File: config.mk
export PLATFORM = sky130hd
export DESIGN_NAME = uart_msg_fifo
export DESIGN_NICKNAME = d
export VERILOG_FILES = /design/src/rtl/uart_msg_fifo.sv
export SDC_FILE = /design/constraint.sdc
export NUM_CORES = 1
export LEC_CHECK = 0
export ABC_AREA = 1
export CAP_MARGIN = 25
export CORE_MARGIN = 10
export CORE_UTILIZATION = 59
export DETAILED_ROUTE_END_ITERATION = 6
export PLACE_DENSITY = 0.87
export SYNTH_ARGS = -nofsm -noshare
export SYNTH_HDL_FRONTEND = slang
export SYNTH_SLANG_ARGS = --single-unit
File: constraint.sdc
create_clock -name clk_100MHz -period 3.54 [get_ports clk_100MHz]
set_clock_uncertainty 0.15 [all_clocks]
set_input_delay 0.708 -clock clk_100MHz [delete_from_list [all_inputs] [get_ports clk_100MHz]]
set_output_delay 0.708 -clock clk_100MHz [all_outputs]
set_load 0.01 [all_outputs]
File: src/rtl/uart_msg_fifo.sv
// uart_msg_fifo: circular receive FIFO between the UART receiver and the
// message/command decoder. Words can be popped one at a time, or the whole
// stored message can be read as an ordered flattened vector.
//
// Ports:
//   clk_100MHz     system clock, rising edge
//   reset          synchronous active-low reset
//   write_to_fifo  push write_data_in this cycle
//   read_from_fifo pop head word this cycle
//   flush          synchronous clear of contents and flags
//   write_data_in  word to push
//   read_data_out  head word (first-word-fall-through), 0 when empty
//   msg_out        ordered snapshot, oldest word in the most significant slot
//   count          words stored, 0..DEPTH
//   empty          count == 0
//   full           count == DEPTH
//   almost_full    count >= ALMOST_FULL_LEVEL
//   overflow       sticky: a write was dropped because the FIFO was full
module uart_msg_fifo #(
    parameter int unsigned DATA_SIZE         = 8,
    parameter int unsigned ADDR_SPACE_EXP    = 3,
    parameter int unsigned ALMOST_FULL_LEVEL = 6
) (
    input  logic                                          clk_100MHz,
    input  logic                                          reset,
    input  logic                                          write_to_fifo,
    input  logic                                          read_from_fifo,
    input  logic                                          flush,
    input  logic [DATA_SIZE-1:0]                          write_data_in,
    output logic [DATA_SIZE-1:0]                          read_data_out,
    output logic [DATA_SIZE*(2**ADDR_SPACE_EXP)-1:0]      msg_out,
    output logic [ADDR_SPACE_EXP:0]                       count,
    output logic                                          empty,
    output logic                                          full,
    output logic                                          almost_full,
    output logic                                          overflow
);

    localparam int unsigned DEPTH = 2**ADDR_SPACE_EXP;
    localparam int unsigned AW    = ADDR_SPACE_EXP;
    localparam int unsigned CW    = ADDR_SPACE_EXP + 1;

    logic [DATA_SIZE-1:0] mem [DEPTH];
    logic [AW-1:0]        wr_ptr;
    logic [AW-1:0]        rd_ptr;
    logic                 read_acc_c;
    logic                 write_acc_c;

    // A read frees a slot, so a write into a full FIFO is accepted alongside it.
    assign read_acc_c  = read_from_fifo && (count != '0);
    assign write_acc_c = write_to_fifo && ((count != CW'(DEPTH)) || read_acc_c);

    // Pointers, occupancy, sticky overflow and storage.
    always_ff @(posedge clk_100MHz) begin
        if (!reset || flush) begin
            wr_ptr   <= '0;
            rd_ptr   <= '0;
            count    <= '0;
            overflow <= 1'b0;
        end else begin
            if (write_acc_c) begin
                mem[wr_ptr] <= write_data_in;
                wr_ptr      <= wr_ptr + AW'(1);
            end
            if (read_acc_c) begin
                rd_ptr <= rd_ptr + AW'(1);
            end
            count <= count + CW'(write_acc_c) - CW'(read_acc_c);
            if (write_to_fifo && !write_acc_c) begin
                overflow <= 1'b1;
            end
        end
    end

    // Flags and data views depend only on registered state; stale memory is
    // masked by count so nothing leaks out after reset or flush.
    assign empty         = (count == '0);
    assign full          = (count == CW'(DEPTH));
    assign almost_full   = (count >= CW'(ALMOST_FULL_LEVEL));
    assign read_data_out = empty ? '0 : mem[rd_ptr];

    // Slot i is taken relative to rd_ptr so message order survives pointer wrap.
    for (genvar g = 0; g < int'(DEPTH); g++) begin : g_msg
        assign msg_out[(int'(DEPTH)-1-g)*int'(DATA_SIZE) +: int'(DATA_SIZE)] =
            (count > CW'(g)) ? mem[rd_ptr + AW'(g)] : '0;
    end

endmodule

==> reports/metrics.cfg <==
[critical_path]
cp_cell_sequence = inv_1, ha_2, clkinvlp_4, a21oi_1, inv_1, nand2_1, nor2_1, clkdlybuf4s50_1
cp_max_fo = 9
cpMaxStageDelayCell = clkdlybuf4s50_1
reg2reg_slack_ns = 0.62
cpMostUsedCell = inv_1
critPathKind = reg2out
end_kind = output pin
cp-start-kind = flop
arrival_ns = 2.55
reg2reg_from = count[3]
worst-r2r-cell-count = 11
critPathMaxStageDelay_ns = 0.49
crit_required_ns = 2.68
r2r-end = count[1]

[power]
p_per_area_nw_per_um2 = 370
ir_worst_vdd_uv = 464
p_leak_nw = 2.95

[floorplan]
initial_core_util = 0.605
die_area_um2 = 14400
core_area_um2 = 9770
die_x_um = 120
die_h_um = 120
io_pins = 93
rows = 36

[route]
drt_iter0_drc = 846
drc = 0
wirelength_um = 18200
wl_per_cell_um = 16.3
vias_per_cell = 5.50
vias = 6142
drt-pass1-iter-count = 6
ant_nets = 0

[final_layout]
diodes = 0
final_nets = 1003
stdcell_area_um2 = 7140
area_growth_pct = 20.8
final_core_util = 0.731
drive_gt1_frac = 0.0560

[hold_path]
hp-class = reg2reg
holdPathStages = 2
holdCritStartpoint = overflow
hold_end = overflow

[job]
cap_viol_max_count = 0

[clock_network]
clk_latency_ns = 0.36
h-tree-depth = 3
path_clk_slew_ns = 0.09
clockBufferDepth = 2
cts_root_buf = clkbuf_8
clock-sinks = 78
cts_tree = done
numCtsBuffers = 9

[timing]
fmax_mhz = 293
relSlewSlack = 0.517
worstMarginPinSlew_ns = 0.723
timing.final.crit_period_ns = 3.41
post-route-period-util = 0.963
hold_viol = 0
slew_viol_final = 0
finalSetupViolCount = 0
tns_ns = 0
rsz0062_at_grt = false

[run_status]
status = finished, final reports clean

[yosys]
yosys.area.top_type_share = 0.325
netlist_area_um2 = 5910
ys_seq_elements = 78
yosysTopAreaCell = edfxtp_1
syn-num-nets = 934
yosys.area_share.simple = 0.404
ys_types = 30
synthMuxAreaShare = 0
yosysSeqAreaShare = 0.372
postSynthAreaPerCell_um2 = 6.50
yosys-top-cells-area = edfxtp_1 33%, nand2_1 21%, nor2_1 9.8%
synth_adder_area_share = 0.0267
synth-compound-area-share = 0.0914
syn-instance-count = 909
synth_top_family_by_area = simple AND/OR/NAND/NOR gates
ys.warnings.count = 0
synth-xor-area-share = 0.0108

[place]
port_buffers = 92
place_area_um2 = 6890
gp_congestion = 1.00
place_hpwl_um = 14000

[global_route]
grt_pass1_vias = 5383
grt_antenna_before_repair = 0
grt.overflow.total = 0
grt_usage = 0.243
grt_max_degree = 81
grt_pass1_wl_um = 28300

[cell usage in the layout, fill, tap and decap left out, drive strengths merged]
cell / count
clkinvlp: 2
xor2: 3
nor2: 156
fa: 1
o21ai: 69
edfxtp: 64
nor3: 1
dfxtp: 14
clkbuf: 9
nand3b: 1
o211ai: 9
o21a: 2
bufinv: 2
a21oi: 20
buf: 20
ha: 11
nand3: 100
a31oi: 1
inv: 72
clkinv: 1
nor3b: 1
nand2: 332
clkdlybuf4s50: 92
[per-stage QoR]
| step | std cells | setup WS [ns] | power, mW | hold WS [ns] |
|---|---|---|---|---|
| final | 1116 | 0.131 | 2.64 | 0.309 |
| after global routing | 1116 | 0.0442 | 2.78 | 0.359 |
| after floorplan | 909 | 0.775 | 1.56 | 0.324 |
| after CTS | 1115 | 0.0350 | 2.64 | 0.307 |
| after global placement | 1099 | 0.451 | 1.86 | 0.292 |
| after detailed placement | 1099 | 0.380 | 1.88 | 0.294 |
[layout make-up]
class                   count  area, um^2
clock buffers               9         124
clock inverters             7         105
fillers                   811        2630
inverters                  70         272
multi-input cells         707        3160
flip-flops and latches     78        2210
well taps                 133         166
repair buffers            112        1110
[worst max-delay path by stage]
stage | from | end | slack (ns)
after global placement | count[1] | msg_out[25] | 0.45
after floorplan | rd_ptr[1] | msg_out[16] | 0.77
after global routing | count[3] | msg_out[42] | 0.04
after CTS | count[3] | msg_out[47] | 0.04
final | count[3] | msg_out[47] | 0.13
after detailed placement | count[1] | msg_out[25] | 0.38
[power by group]
| part | internal [mW] | switching (mW) |
|---|---|---|
| clock network | 0.408 | 0.354 |
| logic | 0.348 | 0.507 |
| registers | 1.00 | 0.0215 |
| total | 1.76 | 0.882 |
[synthesized netlist by cell type]
| master | count |
|---|---|
| nand2_1 | 330 |
| nor2_1 | 154 |
| nand3_1 | 100 |
| edfxtp_1 | 64 |
| inv_1 | 63 |
| o21ai_0 | 52 |
| buf_2 | 25 |
| a21oi_1 | 20 |
| o21ai_1 | 17 |
| clkbuf_1 | 15 |
| dfxtp_1 | 14 |
| ha_1 | 11 |
| o211ai_1 | 9 |
| buf_4 | 8 |
| buf_6 | 4 |
| inv_2 | 4 |
| buf_1 | 2 |
| inv_4 | 2 |
| nand2_2 | 2 |
| o21a_1 | 2 |
| xor2_4 | 2 |
| a31oi_2 | 1 |
| clkinv_1 | 1 |
| fa_1 | 1 |
| nand3b_1 | 1 |
| nor2_4 | 1 |
| nor2_8 | 1 |
| nor3_1 | 1 |
| nor3b_2 | 1 |
| xor2_1 | 1 |
[flip-flops by register name, indices dropped and copies added (netlist names), named ones only]
name and flops:
mem 64, count 4, rd_ptr 3, wr_ptr 3, overflow 1
[cells by family (layout without fill, tap and decap cells)]
group,Yosys count,after routing
buffers and inverters,124,198
AO/OA/AOI/OAI,101,101
XOR/XNOR,3,3
adder cells (fa/ha/maj),12,12
AND/OR/NAND/NOR,591,591
flip-flops,78,78
[worst max-delay path, delay by kind of cell (launching register included)]
family | cells | cell delay (ns)
adders and majority gates | 1 | 0.33
DFF | 1 | 0.35
AOI/OAI and AO/OA | 1 | 0.24
and+or+nand+nor | 2 | 0.17
buffers and inverters | 4 | 1.10
[metal layers]
metal / vias up / global-route usage / share of wire
li1: 3045 / - / -
met1: 2692 / 0.336 / 0.43
met2: 381 / 0.368 / 0.43
met3: 24 / 0.0586 / 0.12
met4: 0 / 0.0762 / 0.016
met5: - / 0 / 0
[timing repair]
action | in CTS | in global routing
endpoints found under the setup margin | 1 | 17
resized for setup | 1 | 4
gates cloned | 0 | 0
setup buffers | 0 | 1
hold buffers | 0 | 0
Power figures use the tool's default switching activity.
